===== src/rtl/batcharger_ctrl.sv =====
// ---------------------------------------------------------------------------
// BatchargerCtrl: battery charger mode controller.
//
// Sequences a battery through trickle (TC), constant-current (CC) and
// constant-voltage (CV) charging, parks it in END when the charge is done and
// restarts CC when the battery voltage sags (recharge). Every transition out
// of TC, CC, CV and END must see its exit condition hold for DEB consecutive
// cycles; CV can also end on a prescaled timeout.
//
// Ports
//   clk                  single clock, all state updates on the rising edge
//   rst                  asynchronous active-high reset
//   en, vtok             charger enable and supply/temperature OK; either low
//                        forces IDLE from any state
//   vbat, ibat           battery voltage and current codes
//   vcutoff              trickle-to-CC voltage threshold
//   vpreset              recharge voltage threshold
//   vcv_cfg, icc_cfg,
//   itc_cfg, iend_cfg    CV target, CC current, TC current, CV end current
//   tmax                 CV timeout in timer ticks, 0 disables it
//   cc, tc, cv           registered mode enables to the power stage
//   vcv, icc, itc        targets latched on every exit from IDLE
//   state                IDLE=0, TC=1, CC=2, CV=3, END=4
// ---------------------------------------------------------------------------
module batcharger_ctrl #(
  parameter int DEB    = 4,
  parameter int TPRESC = 1024
) (
  input  logic       clk,
  input  logic       rst,
  input  logic       en,
  input  logic       vtok,
  input  logic [7:0] vbat,
  input  logic [7:0] ibat,
  input  logic [7:0] vcutoff,
  input  logic [7:0] vpreset,
  input  logic [7:0] vcv_cfg,
  input  logic [7:0] icc_cfg,
  input  logic [7:0] itc_cfg,
  input  logic [7:0] iend_cfg,
  input  logic [7:0] tmax,
  output logic       cc,
  output logic       tc,
  output logic       cv,
  output logic [7:0] vcv,
  output logic [7:0] icc,
  output logic [7:0] itc,
  output logic [2:0] state
);

  typedef enum logic [2:0] {
    IDLE = 3'd0,
    TC   = 3'd1,
    CC   = 3'd2,
    CV   = 3'd3,
    END  = 3'd4
  } stateT;

  localparam int DW = (DEB > 1) ? $clog2(DEB) : 1;
  localparam int PW = (TPRESC > 1) ? $clog2(TPRESC) : 1;
  localparam logic [DW-1:0] DEB_LAST   = DW'(DEB - 1);
  localparam logic [PW-1:0] PRESC_LAST = PW'(TPRESC - 1);

  stateT         state_q, state_d;
  logic          cc_q, cc_d;
  logic          tc_q, tc_d;
  logic          cv_q, cv_d;
  logic [7:0]    vcv_q, vcv_d;
  logic [7:0]    icc_q, icc_d;
  logic [7:0]    itc_q, itc_d;
  logic [DW-1:0] deb_q, deb_d;
  logic [PW-1:0] presc_q, presc_d;
  logic [7:0]    tick_q, tick_d;

  logic exitCond;
  logic debDone;
  logic timeout;

  // All state lives here; mode enables are registered alongside the state so
  // they change on the same edge, and the async reset clears everything
  // (including the mode enables) without waiting for a clock.
  always_ff @(posedge clk or posedge rst) begin
    if (rst) begin
      state_q <= IDLE;
      cc_q    <= 1'b0;
      tc_q    <= 1'b0;
      cv_q    <= 1'b0;
      vcv_q   <= 8'd0;
      icc_q   <= 8'd0;
      itc_q   <= 8'd0;
      deb_q   <= '0;
      presc_q <= '0;
      tick_q  <= 8'd0;
    end else begin
      state_q <= state_d;
      cc_q    <= cc_d;
      tc_q    <= tc_d;
      cv_q    <= cv_d;
      vcv_q   <= vcv_d;
      icc_q   <= icc_d;
      itc_q   <= itc_d;
      deb_q   <= deb_d;
      presc_q <= presc_d;
      tick_q  <= tick_d;
    end
  end

  // Next-state logic: CV timer, per-state exit condition, shared debounce
  // counter, target latching and the registered mode enables.
  always_comb begin
    state_d  = state_q;
    vcv_d    = vcv_q;
    icc_d    = icc_q;
    itc_d    = itc_q;
    deb_d    = deb_q;
    presc_d  = presc_q;
    tick_d   = tick_q;
    exitCond = 1'b0;

    // The timer only advances while in CV; the tick count saturates at 255.
    if (state_q == CV) begin
      if (presc_q == PRESC_LAST) begin
        presc_d = '0;
        if (tick_q != 8'hFF) begin
          tick_d = tick_q + 8'd1;
        end
      end else begin
        presc_d = presc_q + 1'b1;
      end
    end

    // Timeout is judged on the updated tick count so END is reached on the
    // very edge that completes the tmax-th tick.
    timeout = (state_q == CV) && (tmax != 8'd0) && (tick_d == tmax);

    unique case (state_q)
      TC:      exitCond = (vbat >= vcutoff);
      CC:      exitCond = (vbat >= vcv_q);
      CV:      exitCond = (ibat < iend_cfg);
      END:     exitCond = (vbat < vpreset);
      default: exitCond = 1'b0;
    endcase

    // The DEB-th consecutive true cycle is the one where the counter already
    // holds DEB-1 and the condition is still true.
    debDone = exitCond && (deb_q == DEB_LAST);

    unique case (state_q)
      IDLE: begin
        if (vbat < vcutoff) begin
          state_d = TC;
        end else if (vbat < vcv_cfg) begin
          state_d = CC;
        end else begin
          state_d = CV;
        end
      end
      TC:      if (debDone) state_d = CC;
      CC:      if (debDone) state_d = CV;
      CV:      if (debDone || timeout) state_d = END;
      END:     if (debDone) state_d = CC;
      default: state_d = IDLE;
    endcase

    if (!en || !vtok) begin
      state_d = IDLE;
    end

    // Any state change or any false cycle restarts the debounce count.
    if ((state_d != state_q) || !exitCond) begin
      deb_d = '0;
    end else begin
      deb_d = deb_q + 1'b1;
    end

    if ((state_d == CV) && (state_q != CV)) begin
      presc_d = '0;
      tick_d  = 8'd0;
    end

    // Targets are captured only when leaving IDLE, so config changes during
    // a charge cycle do not disturb the power stage.
    if ((state_q == IDLE) && (state_d != IDLE)) begin
      vcv_d = vcv_cfg;
      icc_d = icc_cfg;
      itc_d = itc_cfg;
    end

    tc_d = (state_d == TC);
    cc_d = (state_d == CC);
    cv_d = (state_d == CV);
  end

  assign state = state_q;
  assign cc    = cc_q;
  assign tc    = tc_q;
  assign cv    = cv_q;
  assign vcv   = vcv_q;
  assign icc   = icc_q;
  assign itc   = itc_q;

endmodule


===== config.mk =====
export PLATFORM = sky130hd
export DESIGN_NAME = batcharger_ctrl
export DESIGN_NICKNAME = d
export VERILOG_FILES = /design/src/rtl/batcharger_ctrl.sv
export SDC_FILE = /design/constraint.sdc
export NUM_CORES = 1
export LEC_CHECK = 0
export ABC_CLOCK_PERIOD_IN_PS = 2600
export BUFFER_PORTS_ARGS = -buffer_cell sky130_fd_sc_hd__buf_2
export CAP_MARGIN = 15
export CORE_UTILIZATION = 53
export CTS_BUF_LIST = sky130_fd_sc_hd__clkbuf_16
export CTS_CLUSTER_DIAMETER = 150
export CTS_CLUSTER_SIZE = 14
export DETAILED_ROUTE_END_ITERATION = 10
export PLACE_DENSITY = 0.87
export SYNTH_ARGS = -nofsm -noshare
export SYNTH_HDL_FRONTEND = slang
export SYNTH_SLANG_ARGS = --single-unit

===== constraint.sdc =====
create_clock -name clk -period 2.6 [get_ports clk]
set_input_delay 0 -clock clk [delete_from_list [all_inputs] [get_ports clk]]
set_output_delay 0 -clock clk [all_outputs]
set_load 0.02 [all_outputs]

# [Word level (Yosys, flattened, before mapping)]
# Index checks and enable logic that the tools add are counted.
[op_classes] n_addsub=3 order_cmp=6 n_eq_ne=13 muxes=16 reduce_logical=16
[ops] op="8-bit less-than comparator" count=4
[ops] op="8-bit 2-to-1 mux" count=4
[ops] op="10-bit 2-to-1 mux" count=3
[ops] op="8-bit greater-or-equal comparator" count=2
[ops] op="3-bit by 2-bit == test with 1-bit output (second input constant)" count=4
[ops] op="3-bit 2-to-1 mux" count=4
[ops] op="3-bit case mux with 4 select lines" count=1
[ops] op="10-bit by 1-bit adder with 10-bit output (second input constant)" count=1
[ops] op="10-bit == test (second input constant)" count=1
[ops] op="8-bit by 1-bit adder with 8-bit output (second input constant)" count=1
[ops] op="8-bit == test" count=1
[ops] op="8-bit inequality test (second input constant)" count=1
[ops] op="8-bit nonzero test" count=1
[ops] op="3-bit by 1-bit == test with 1-bit output (second input constant)" count=2
[ops] op="1-bit logical AND" count=5
[ops] op="2-bit 2-to-1 mux" count=2
[ops] op="1-bit case mux with 4 select lines" count=1
[ops] op="3-bit == test (second input constant)" count=1
[ops] op="1-bit zero test" count=3
[ops] op="3-bit zero test" count=1
[ops] op="1-bit logical OR" count=3
[ops] op="3-bit by 2-bit inequality test with 1-bit output (second input constant)" count=1
[ops] op="3-bit inequality test" count=1
[ops] op="3-bit nonzero test" count=1
[ops] op="other kinds (5)" count=5
[word_totals] register_bits=50 input_bits=76 word_cells=64

# [Longest topological paths before layout]
# Gate-level depths: netlist (run 1).
[logic_depth] depth_word=13 depth_mapped=11 depth_no_buf=11

# [Worst setup path before layout (run 1)]
# Ideal clock, no wire load.
[synth_timing] kind="register to register" start="register state_q[0] (netlist: state[0])" end="register tc_q (netlist: tc)" setup_time_ps=119 arrival_ps=2334 required_time_ps=2481 slack_ps=147 path_stages_with_launch=12 period_less_slack_ps=2453 path_cell_list="dfrtp_1 buf_6 and3b_1 buf_6 and4_4 a41oi_4 a221oi_2 and4b_1 nand4_2 a41oi_2 inv_2 and2_1"
[synth_via] elab_chain_len=9 word_cells_on_any_way=19 classes_between="eq/ne: 6; mux: 7; reduce/logical: 6"
[synth_rtl] element="from (decl)" line_no="64" text="stateT state_q, state_d;"
[synth_rtl] element="from (signal assigned)" line_no="95" text="state_q <= state_d;"
[synth_rtl] element="3-bit by 2-bit == test with 1-bit output"
[synth_rtl] element="8-bit 2-to-1 mux" line_no="121" text="if (state_q == CV) begin"
[synth_rtl] element="8-bit == test" line_no="134" text="timeout = (state_q == CV) && (tmax != 8'd0) && (tick_d == tmax);"
[synth_rtl] element="1-bit logical AND" line_no="134"
[synth_rtl] element="1-bit logical OR" line_no="160" text="CV: if (debDone || timeout) state_d = END;"
[synth_rtl] element="3-bit 2-to-1 mux" line_no="160"
[synth_rtl] element="3-bit case mux with 4 select lines (*)" line_no="148" text="unique case (state_q)"
[synth_rtl] element="3-bit 2-to-1 mux (*)" line_no="165" text="if (!en || !vtok) begin"
[synth_rtl] element="via state_d[0]" line_no="64"
[synth_rtl] element="3-bit by 1-bit == test with 1-bit output (*)" line_no="189" text="tc_d = (state_d == TC);"
[synth_rtl] element="via tc_d" line_no="66" text="logic tc_q, tc_d;"
[synth_rtl] element="to (signal assigned)" line_no="97" text="tc_q <= tc_d;"
[synth_rtl] element="to (decl)" line_no="66"
# The timed path passes the listed nets; every way through them passes the cells marked *.
# A chain may end at the register's enable or synchronous reset.

# [Worst setup path after layout (run 1)]
[layout_timing] start="register presc_q[1]" end="register tc_q (netlist: tc)"
[layout_via] elab_chain_len=10
[layout_rtl] element="from (decl)" line_no="72" text="logic [PW-1:0] presc_q, presc_d;"
[layout_rtl] element="from (signal assigned)" line_no="103" text="presc_q <= presc_d;"
[layout_rtl] element="10-bit == test" line_no="122" text="if (presc_q == PRESC_LAST) begin"
[layout_rtl] element="8-bit 2-to-1 mux" line_no="122"
[layout_rtl] element="8-bit 2-to-1 mux" line_no="121"
[layout_rtl] element="8-bit == test" line_no="134"
[layout_rtl] element="1-bit logical AND" line_no="134"
[layout_rtl] element="1-bit logical OR" line_no="160"
[layout_rtl] element="3-bit 2-to-1 mux" line_no="160"
[layout_rtl] element="3-bit case mux with 4 select lines" line_no="148"
[layout_rtl] element="3-bit 2-to-1 mux" line_no="165"
[layout_rtl] element="via state_d[0]" line_no="64"
[layout_rtl] element="3-bit by 1-bit == test with 1-bit output" line_no="189"
[layout_rtl] element="via tc_d" line_no="66"
# The timed path passes the listed nets, and every way through them passes these cells.

==> qor_table.md, run 1 <==
| Stage | Item | Value |
| --- | --- | --- |
| power | Internal cell power | 0.001638 W |
| routing | DRC marker count from the first detailed-route iteration | 260 |
| worst setup path | Source of the critical timing path | presc_q[1] |
| global route | All-layer global routing usage | 26.10% |
| yosys | Number of nets in the synthesized netlist | 497 |
| worst setup path | Launching point of the worst reg2reg path | presc_q[1] |
| yosys | Yosys warning total | 0 |
| yosys | Sequential cell area fraction in the yosys report | 34.82% |
| routing | Via-per-instance ratio | 5.648 |
| routing | Routed wire length | 9177 um |
| power | Max IR drop VDD | 0.0005460 V |
| power | Power Density | 527.4 mW/mm^2 |
| timing | Final critical-path share of the clock period | 99.19% |
| timing | Hold Slack | 0.007984 ns |
| timing | Slew at the pin with the worst max-slew slack | 0.4358 ns |
| clock network | Source-to-sink clock delay at the later pin of the worst-skew pair | 0.29 ns |
| die | Die width | 84.34 um |
| clock network | CTS tree | done |
| placement | Routability-driven placement congestion ratio | 0.9370 |
| timing | Setup repair after global routing missed its margin | yes |
| die | Initial core utilization | 55.64% |
| status | Run status | finished with violations |
| routing | Average detailed-routed wire length per instance | 15.32 um |
| timing | Max Clock Skew | 0.008180 ns |
| routing | Highest Signal Layer | met4 |
| yosys | Async set or reset register ratio after synthesis | 100.0% |
| worst setup path | Critical path peak fanout | 5 |
| yosys | Synthesized instance count | 381 |
| placement | Worst slack at placement | -0.05549 ns |
| timing | Worst path setup slack after routing | 0.02113 ns |
| global route | Via count of the first global-routing pass | 3411 |
| placement | Post-detailed-placement half-perimeter wirelength | 6683 um |
| routing | Met1 layer wirelength in the final routing | 3881 um |
| worst hold path | Worst min-delay path class | in -> reg |
| yosys | Number of flops mapped to enable cells by yosys | 0 |
| clock network | Level count of the clock H-tree | 2 |
| placement | I/O Buffers | 105 |
| global route | Antenna violations before repair | 0 |
| clock network | Clock tree root buffer cell | sky130_fd_sc_hd__clkbuf_16 |
| routing | Total iterations of the first detailed-routing run | 7 |
| status | Failing checks | design-rule violations |
| clock network | Clock transition at path regs | 0.07 ns |
| clock network | TritonCTS Buffers | 5 |
| power | Clock Power Share | 26.7% |
| power | Reg power frac | 41.7% |
| routing | Routed wl met2 | 4611 um |
| finish | Area growth from synthesis to final layout | 31.48% |
| worst setup path | Kind of capture point of the worst setup path | flop |
| power | Total chip power | 0.002492 W |
| clock network | Sink Count | 50 |
| worst hold path | HP Start | vcv_cfg[3] |
| routing | Vias after detailed routing | 3383 |
| finish | Diodes inserted | 0 |
| global route | Largest net degree at the start of global routing | 51 |
| finish | Layout cells sized above 1 | 34.48% |
| timing | Number of max-slew violations in the final report | 0 |
| clock network | Number of buffers on the longest clock path | 2 |
| run | Max-cap viol count | 0 |
| yosys | Mean instance size in the synthesized netlist | 9.432 sq um |
| yosys | Synth Register Bits | 50 |
| die | Area of the die | 0.007113 sq mm |
| yosys | Most common flop cell mapped by yosys | sky130_fd_sc_hd__dfrtp_1 |
| power | Switching power as a share of total power | 34.28% |
| timing | Worst slew slack as a fraction of its limit | 70.89% |
| worst setup path | Kind of critical path | reg -> reg |
| die | Chip height | 84.34 um |
| power | Static Leakage | 2.360 nW |
| routing | Routed length on met3 | 517 um |
| timing | Minimum clock period | 2.579 ns |
| power | Logic gate share of total power | 31.6% |
| die | Top-Level Pins | 106 |
| timing | Finish-stage setup viols | 0 |
| routing | Drt drc | 7 |
| worst setup path | Arrival time at the worst endpoint | 2.77 ns |
| routing | Residual antenna-violating net count after detailed routing | 0 |
| die | Std-Cell Rows | 29 |
| power | Net Sw Power | 0.0008543 W |
| timing | Endpoints failing hold | 0 |
| global route | Remaining Overflow, GRT | 0 |
| worst setup path | Data required time at the worst endpoint | 2.79 ns |
| finish | Total of fill cells in the finished design | 461 |
| die | Core Area | 0.006459 sq mm |
| worst setup path | Category of the worst setup path launch point | flop |
| yosys | Summed instance area of the synthesized netlist | 0.003593 sq mm |
| timing | TNS Setup | 0 ns |
| yosys | Synth unique cells | 64 |
| finish | NumNets Final | 637 |
| timing | Maximum clock rate | 0.3878 GHz |
| global route | Global-route wire length before repair | 14940 um |
[kinds of logic (layout without fill, tap and decap cells)]
logic type	count (synthesis)	in the layout	synth area share (%)
AO/OA/AOI/OAI	93	93	18.80
XOR/XNOR	12	12	2.925
adder cells (fa/ha/maj)	40	40	13.93
buffers and inverters	53	194	6.163
flip-flops	50	50	34.82
multiplexers	20	20	6.198
AND/OR/NAND/NOR	113	113	17.17
[cell usage after synthesis (3+ instances only)]
master                      n  area share, %
sky130_fd_sc_hd__clkbuf_1   3           0.31
sky130_fd_sc_hd__a31oi_1    7            1.2
sky130_fd_sc_hd__a211oi_1  10            2.1
sky130_fd_sc_hd__dfrtp_1   50             35
sky130_fd_sc_hd__inv_1     43            4.5
sky130_fd_sc_hd__nor2b_1    6            1.0
sky130_fd_sc_hd__o21ai_0   23            3.2
sky130_fd_sc_hd__xor2_1     6            1.5
sky130_fd_sc_hd__nor3b_1    4           0.84
sky130_fd_sc_hd__a311oi_1   3           0.73
sky130_fd_sc_hd__mux2_2    18            5.6
sky130_fd_sc_hd__nor2_1    31            3.2
sky130_fd_sc_hd__nand3_1    8            1.1
sky130_fd_sc_hd__xnor2_1    6            1.5
sky130_fd_sc_hd__or3_1      4           0.70
sky130_fd_sc_hd__nand4_1    6            1.0
sky130_fd_sc_hd__nand2_1   27            2.8
sky130_fd_sc_hd__a22o_1     3           0.73
sky130_fd_sc_hd__ha_1      40             14
sky130_fd_sc_hd__a21oi_1   20            2.8
sky130_fd_sc_hd__o211ai_1   4           0.84
sky130_fd_sc_hd__and3_1     4           0.70
[worst max-delay path, cell delays in order (launching register included)]
cell and delay [ns]:
sky130_fd_sc_hd__dfrtp_1 0.38, sky130_fd_sc_hd__ha_2 0.22, sky130_fd_sc_hd__and4_4 0.28, sky130_fd_sc_hd__nand4_4 0.19, sky130_fd_sc_hd__nor3_4 0.26, sky130_fd_sc_hd__mux2i_1 0.20
sky130_fd_sc_hd__and4b_1 0.25, sky130_fd_sc_hd__nand4_4 0.15, sky130_fd_sc_hd__a41oi_4 0.31, sky130_fd_sc_hd__inv_2 0.07, sky130_fd_sc_hd__and2_4 0.16
[registers in the layout, indices dropped and copies added, names as in the netlist]
signal   count
cc           1
cv           1
deb_q        2
icc          8
itc          8
presc_q     10
state        3
tc           1
tick_q       8
vcv          8
[final timing paths]
path	slack, ns	to	cells past startpoint
max	0.02	tc	10
min	0.008	vcv[3]	3
max reg2reg	0.02	tc	10
min reg2reg	0.45	deb_q[0]	1
max in group asynchronous	1.89	tick_q[0]	4
min in group asynchronous	0.20	icc[2]	3
[metal layers]
metal,vias up,global-route usage [%]
li1,1660,-
met1,1577,31.96
met2,130,47.09
met3,16,4.425
met4,0,8.166
met5,-,0
[final cells by class]
type,count,area (sq um),share of cell area (%)
inverter,44,165.2,3.496
sequential,50,1252,26.51
clock buffer,5,125.1,2.648
tap,77,96.34,2.039
multi-input combinational,278,2193,46.42
timing repair buffer,142,863.3,18.27
clock inverter,3,28.78,0.6091
[timing repair]
action | 4_1_cts | 5_1_grt
setup endpoints to repair | 4 | 11
hold buffers | 19 | 0
hold endpoints to repair | 36 | 0
pin swaps | 1 | 9
resized for setup | 1 | 17
buffers inserted | 1 | 3
[through the flow]
step	util (%)	cells	cell area, sq um
after global routing	73.15	599	4725
after floorplan	-	381	3593
final	73.15	599	4725
after detailed placement	65.90	567	4257
after global placement	65.90	567	4257
after CTS	71.37	595	4609
[power by group through the flow]
stage	clock (W)	sequential, W	combinational [W]
finish	0.000666	0.00104	0.000787
global route	0.000720	0.00106	0.000868
CTS	0.000684	0.00103	0.000756
detailed placement	0	0.00104	0.000728
global placement	0	0.00104	0.000695
floorplan	0	0.00113	0.000370
[cells in the final DEF, fill, tap and decap left out, types with 3 or more instances in the layout]
cell type / Yosys / layout
sky130_fd_sc_hd__a31oi_1: 7 / 6
sky130_fd_sc_hd__xnor2_1: 6 / 6
sky130_fd_sc_hd__mux2_2: 18 / 18
sky130_fd_sc_hd__a211oi_1: 10 / 9
sky130_fd_sc_hd__nor3b_1: 4 / 4
sky130_fd_sc_hd__o211ai_1: 4 / 4
sky130_fd_sc_hd__a22o_1: 3 / 3
sky130_fd_sc_hd__o21ai_0: 23 / 21
sky130_fd_sc_hd__buf_4: 1 / 17
sky130_fd_sc_hd__or3_1: 4 / 4
sky130_fd_sc_hd__a21oi_1: 20 / 20
sky130_fd_sc_hd__buf_2: 2 / 105
sky130_fd_sc_hd__xor2_1: 6 / 6
sky130_fd_sc_hd__dfrtp_1: 50 / 49
sky130_fd_sc_hd__and3_1: 4 / 4
sky130_fd_sc_hd__clkbuf_16: 0 / 5
sky130_fd_sc_hd__nor2_1: 31 / 30
sky130_fd_sc_hd__nand4_1: 6 / 6
sky130_fd_sc_hd__nor2b_1: 6 / 6
sky130_fd_sc_hd__ha_1: 40 / 39
sky130_fd_sc_hd__inv_1: 43 / 42
sky130_fd_sc_hd__dlygate4sd3_1: 0 / 19
sky130_fd_sc_hd__nand3_1: 8 / 8
sky130_fd_sc_hd__nand2_1: 27 / 27
(Power assumes the default switching activity.)
==> inputs of run 2 (changes only) <==
MAX_ROUTING_LAYER = met4   (was not set)
==> run 2 against run 1 <==
Net effect:
- the flow still finishes with violations (design-rule violations)
- non-clock buffer count rose by 7
- maximum frequency rose by 1.0%
- highest routed layer unchanged
- critical endpoint is now presc_q[5]
- via count rose by 4.1%
- critical path depth did not move
- combinational power rose by 2.9%
==> qor_table.md, run 2 (synthesis results as in run 1) <==
| Stage | Item | Value |
| --- | --- | --- |
| status | Run status | finished with violations |
| status | Failing checks | design-rule violations |
| routing | Residual antenna-violating net count after detailed routing | 0 |
| routing | Drt drc | 14 |
| placement | Cell area reported after detailed placement | 0.004272 sq mm |
| clock network | TritonCTS Buffers | 5 |
| global route | Global-route wire length before repair | 15590 um |
| power | Total chip power | 0.002528 W |
| timing | Maximum clock rate | 0.3918 GHz |
| finish | Most frequent standard cell in the layout excluding fill and tap cells | sky130_fd_sc_hd__buf_2 |
| worst setup path | Critical path peak fanout | 5 |
| clock network | Source-to-sink clock delay at the later pin of the worst-skew pair | 0.29 ns |
| clock network | Clock tree root buffer cell | sky130_fd_sc_hd__clkbuf_16 |
| clock network | Sink Count | 50 |
| routing | Vias after detailed routing | 3522 |
| timing | Endpoints failing hold | 0 |
| finish | Final std cell area, no fill | 0.004783 sq mm |
| clock network | Level count of the clock H-tree | 2 |
| timing | Final critical-path share of the clock period | 98.16% |
| placement | Post-detailed-placement half-perimeter wirelength | 6547 um |
| finish | Area taken by multi-input logic gates | 0.002193 sq mm |
| finish | Highest-count cells in the layout ignoring fill and taps | sky130_fd_sc_hd__buf_2 (105), sky130_fd_sc_hd__dfrtp_1 (50), sky130_fd_sc_hd__inv_1 (42) |
| die | Std-Cell Rows | 29 |
| global route | Via count of the first global-routing pass | 3497 |
| finish | Most flops, register | presc_q |
| die | Chip height | 84.34 um |
| die | Die width | 84.34 um |
| placement | Routability-driven placement congestion ratio | 0.9575 |
| finish | Seq. cell area | 0.001251 sq mm |
| routing | Total iterations of the first detailed-routing run | 8 |
| power | Power Density | 528.5 mW/mm^2 |
| finish | Flip-flop count of the largest register after layout | 10 |
| routing | Average detailed-routed wire length per instance | 15.91 um |
| timing | Minimum clock period | 2.552 ns |
| timing | Slew at the pin with the worst max-slew slack | 0.4919 ns |
| worst setup path | Category of the worst setup path launch point | flop |
| die | Initial core utilization | 55.64% |
| timing | Number of max-slew violations in the final report | 0 |
| timing | Finish-stage setup viols | 0 |
| power | Static Leakage | 2.393 nW |
| timing | Worst slew slack as a fraction of its limit | 67.16% |
| power | Max IR drop VDD | 0.0003981 V |
| global route | Remaining Overflow, GRT | 0 |
| routing | DRC marker count from the first detailed-route iteration | 315 |
| clock network | Clock transition at path regs | 0.07 ns |
| worst hold path | Worst min-delay path class | in -> reg |
| worst setup path | Arrival time at the worst endpoint | 2.75 ns |
| global route | Antenna violations before repair | 0 |
| clock network | Number of buffers on the longest clock path | 2 |
| routing | Via-per-instance ratio | 5.812 |
| timing | Max Clock Skew | 0.009062 ns |
| worst setup path | Data required time at the worst endpoint | 2.80 ns |
| timing | Worst path setup slack after routing | 0.04777 ns |
| finish | Area growth from synthesis to final layout | 33.11% |
| global route | Largest net degree at the start of global routing | 51 |
| finish | Diodes inserted | 0 |
| die | Core Area | 0.006459 sq mm |
| run | Max-cap viol count | 0 |
| placement | I/O Buffers | 105 |
| die | Area of the die | 0.007113 sq mm |
| placement | Worst slack at placement | -0.05290 ns |
| clock network | CTS tree | done |
| die | Top-Level Pins | 106 |
| finish | Total of fill cells in the finished design | 446 |
| routing | Routed wire length | 9642 um |
| worst setup path | Kind of critical path | reg -> reg |
| finish | Layout cells sized above 1 | 34.40% |
| global route | All-layer global routing usage | 27.88% |
| finish | NumNets Final | 644 |
| worst setup path | Kind of capture point of the worst setup path | flop |
run 2: cell types whose count changed in the layout (fill, tap and decap cells not counted), sizes merged:
cell and delta:
dlygate4sd3 +3, buf +4
run 2: critical path: stages (launching register included):
cell and delay (ns):
sky130_fd_sc_hd__dfrtp_1 0.38, sky130_fd_sc_hd__inv_1 0.06, sky130_fd_sc_hd__ha_1 0.30, sky130_fd_sc_hd__a21oi_1 0.15, sky130_fd_sc_hd__nor2b_1 0.10, sky130_fd_sc_hd__a2111oi_2 0.42, sky130_fd_sc_hd__a21oi_1 0.20, sky130_fd_sc_hd__o2111ai_1 0.19
sky130_fd_sc_hd__a21boi_2 0.13, sky130_fd_sc_hd__or2_1 0.30, sky130_fd_sc_hd__a31oi_1 0.24
run 2: layout make-up:
class                           instances  area share, %
Clock buffer                            5          2.616
Clock inverter                          3         0.6016
Inverter                               44          3.453
Multi-Input combinational cell        278          45.85
Sequential cell                        50          26.16
Tap cell                               77          2.014
Timing Repair Buffer                  149          19.30
run 2: worst paths after layout:
check                           start  cells after the start  slack [ns]          to
max                            vcv[4]                     10        0.05  presc_q[5]
min                        vcv_cfg[2]                      3       0.008      vcv[2]
max reg2reg                    vcv[4]                     10        0.05  presc_q[5]
min reg2reg                  deb_q[0]                      1        0.44    deb_q[0]
max in group asynchronous         rst                      4        1.80   tick_q[4]
min in group asynchronous         rst                      3        0.27      itc[3]
run 2: through the flow:
| step | hold WS [ns] | util, % | TNS [ns] | std cells |
|---|---|---|---|---|
| 6_report | 0.007717 | 74.06 | 0 | 606 |
| 5_1_grt | 0.03319 | 74.06 | -0.7156 | 606 |
| 2_1_floorplan | 0.1504 | - | 0 | 381 |
| 3_5_place_dp | 0.2366 | 66.14 | -0.05310 | 569 |
| 3_3_place_gp | 0.2313 | 66.14 | 0 | 569 |
| 4_1_cts | 0.008347 | 72.05 | 0 | 599 |
run 2: layer usage:
metal  up-vias  part of all wire (%)  track usage (%)
met5         -                     0                -
met4         0                   2.6            9.245
met3        25                   6.9            5.015
met2       180                    49            47.02
met1      1638                    42            33.99
li1       1679                     -                -
run 2: timing repair:
item	CTS	global route
setup buffers	0	6
endpoints found under the setup margin	3	20
pin swaps	1	6
hold buffers	22	0
hold endpoints to repair	39	0
resized for setup	2	13
gates cloned	0	0
run 2: report_power, final:
part / total, W / internal (W) / leakage [nW] / switching [W]
Clock: 0.000679 / 0.000367 / 0.0759 / 0.000312
Combinational: 0.000810 / 0.000365 / 1.68 / 0.000445
Sequential: 0.00104 / 0.000915 / 0.641 / 0.000124
==> inputs of run 3 (changes only) <==
HOLD_SLACK_MARGIN = 0.1   (was not set)
SETUP_SLACK_MARGIN = 0.5   (was not set)
==> run 3 against run 2 <==
Net effect:
- the flow still finishes with violations (design-rule violations)
- sequential cell count stayed put
- critical path depth increased by 1
- global-route usage increased by 2.6 points
- critical endpoint is now deb_q[0]
==> qor_table.md, run 3 (synthesis results as in run 1) <==
| Stage | Item | Value |
| --- | --- | --- |
| worst setup path | Kind of capture point of the worst setup path | flop |
| timing | Setup repair after global routing missed its margin | yes |
| clock network | Clock tree root buffer cell | sky130_fd_sc_hd__clkbuf_16 |
| clock network | Source-to-sink clock delay at the later pin of the worst-skew pair | 0.30 ns |
| timing | Worst slew slack as a fraction of its limit | 68.09% |
| worst setup path | Cells along the critical path | ha_4 > and4_4 > and4_4 > a41oi_4 > buf_4 > a211oi_1 > a21oi_1 > nand4_2 > buf_4 > o2111ai_1 > a211oi_2 |
| routing | Vias after detailed routing | 3792 |
| worst setup path | Category of the worst setup path launch point | flop |
| routing | Total iterations of the first detailed-routing run | 8 |
| routing | Via-per-instance ratio | 6.010 |
| power | Internal cell power | 0.001837 W |
| timing | TNS Setup | 0 ns |
| finish | Fin util | 80.24% |
| die | Core Area | 0.006459 sq mm |
| timing | Endpoints failing hold | 0 |
| routing | DRC marker count from the first detailed-route iteration | 228 |
| finish | Layout cells sized above 1 | 42.78% |
| routing | Drt drc | 12 |
| timing | Slew at the pin with the worst max-slew slack | 0.4737 ns |
| worst setup path | Data required time at the worst endpoint | 2.80 ns |
| finish | Seq. cell area | 0.001257 sq mm |
| routing | Average detailed-routed wire length per instance | 17.96 um |
| finish | Area taken by multi-input logic gates | 0.002346 sq mm |
| timing | Number of max-slew violations in the final report | 0 |
| finish | Flip-flop count of the largest register after layout | 10 |
| worst setup path | Count of cells along the worst register-to-register path | 11 |
| die | Top-Level Pins | 106 |
| timing | Maximum clock rate | 0.3981 GHz |
| finish | Area growth from synthesis to final layout | 44.22% |
| power | Total chip power | 0.002813 W |
| worst hold path | Worst hold stages | 3 |
| power | Power Density | 542.9 mW/mm^2 |
| power | Static Leakage | 2.538 nW |
| clock network | TritonCTS Buffers | 5 |
| power | Net Sw Power | 0.0009762 W |
| worst setup path | Slowest cell delay on critical path | 0.43 ns |
| die | Area of the die | 0.007113 sq mm |
| finish | Diodes inserted | 0 |
| worst setup path | Category of cells accounting for the largest share of critical-path delay | compound AO/OA/AOI/OAI gates |
| finish | Total of fill cells in the finished design | 380 |
| worst setup path | Count of buffer and inverter cells on the critical path | 2 |
| finish | Most frequent standard cell in the layout excluding fill and tap cells | sky130_fd_sc_hd__buf_2 |
| timing | Finish-stage setup viols | 0 |
| worst setup path | Arrival time at the worst endpoint | 2.71 ns |
| timing | Final critical-path share of the clock period | 96.62% |
| worst setup path | Path length in cells of the critical path | 11 |
| worst setup path | Kind of critical path | reg -> reg |
| finish | Highest-count cells in the layout ignoring fill and taps | sky130_fd_sc_hd__buf_2 (105), sky130_fd_sc_hd__dfrtp_1 (45), sky130_fd_sc_hd__inv_1 (38) |
| worst hold path | Worst min-delay path class | in -> reg |
| power | Logic gate share of total power | 34.9% |
| global route | Global-route wire length before repair | 16860 um |
| clock network | Sink Count | 50 |
| clock network | CTS tree | done |
| clock network | Clock transition at path regs | 0.07 ns |
| die | Chip height | 84.34 um |
| worst setup path | Slowest cell on crit path | sky130_fd_sc_hd__dfrtp_1 |
| placement | Routability-driven placement congestion ratio | 0.8929 |
| run | Max-cap viol count | 0 |
| clock network | Number of buffers on the longest clock path | 2 |
| die | Initial core utilization | 55.64% |
| placement | Worst slack at placement | -0.01125 ns |
| global route | Antenna violations before repair | 0 |
| placement | I/O Buffers | 105 |
| placement | Post-detailed-placement half-perimeter wirelength | 6494 um |
| global route | Remaining Overflow, GRT | 0 |
| power | Switching power as a share of total power | 34.70% |
| worst setup path | Critical path peak fanout | 3 |
| timing | Max Clock Skew | 0.01015 ns |
| timing | Minimum clock period | 2.512 ns |
| routing | Residual antenna-violating net count after detailed routing | 0 |
| power | Clock Power Share | 27.5% |
| clock network | Level count of the clock H-tree | 2 |
| status | Run status | finished with violations |
| finish | Most flops, register | presc_q |
| power | Reg power frac | 37.6% |
| global route | Via count of the first global-routing pass | 3696 |
| timing | Worst path setup slack after routing | 0.08793 ns |
| die | Std-Cell Rows | 29 |
| global route | Largest net degree at the start of global routing | 51 |
| die | Die width | 84.34 um |
| finish | NumNets Final | 669 |
| global route | All-layer global routing usage | 30.49% |
| status | Failing checks | design-rule violations |
| routing | Routed wire length | 11340 um |
| power | Max IR drop VDD | 0.0005433 V |
[run 3: final timing paths]
| path | to | slack [ns] | start |
|---|---|---|---|
| max | deb_q[0] | 0.09 | presc_q[0] |
| min | state[2] | 0.14 | vtok |
| max reg2reg | deb_q[0] | 0.09 | presc_q[0] |
| min reg2reg | deb_q[0] | 0.47 | deb_q[0] |
| max in group asynchronous | state[0] | 1.83 | rst |
| min in group asynchronous | icc[6] | 0.23 | rst |
[run 3: power groups by stage]
stage / registers, W / logic, W / clock network (W)
after floorplan: 0.00114 / 0.000372 / 0
after global placement: 0.00104 / 0.000698 / 0
after detailed placement: 0.00105 / 0.000727 / 0
after CTS: 0.00104 / 0.000840 / 0.000774
after global routing: 0.00107 / 0.00105 / 0.000813
final: 0.00106 / 0.000982 / 0.000775
[run 3: cell type report]
type | count | share of cell area [%]
Tap cell | 77 | 1.859
Clock inverter | 3 | 0.9174
Timing Repair Buffer | 174 | 22.09
Clock buffer | 5 | 2.414
Sequential cell | 50 | 24.26
Multi-Input combinational cell | 278 | 45.27
Inverter | 44 | 3.187
[run 3: stage by stage]
step	cell area, sq um	cells	hold WS, ns
4_1_cts	4928	618	0.1395
3_5_place_dp	4254	564	0.2356
5_1_grt	5182	631	0.1457
6_report	5182	631	0.1440
2_1_floorplan	3613	381	0.1504
3_3_place_gp	4254	564	0.2317
[run 3: per-layer routing]
layer	track usage [%]	wire length [um]	up-vias	part of all wire [%]
met2	54.32	5873	223	52
met4	10.94	357	0	3.1
met1	34.81	4341	1799	38
met5	-	0	-	0
li1	-	-	1732	-
met3	4.818	763	38	6.7
[run 3: repair_timing]
item                       4_1_cts  5_1_grt
gates resized for setup         21       34
pin swaps                       19       28
hold endpoints to repair        74        0
setup buffers                   21       12
setup endpoints to repair       26       26
hold buffers                    25        0
[run 3: worst register-to-register path, delay by kind of cell, from the launching register on]
kind                       cells  cell delay (ns)
adders and majority gates      1             0.17
DFF                            1             0.43
and+or+nand+nor                3             0.66
buffers and inverters          2             0.30
AOI/OAI and AO/OA              5             0.87
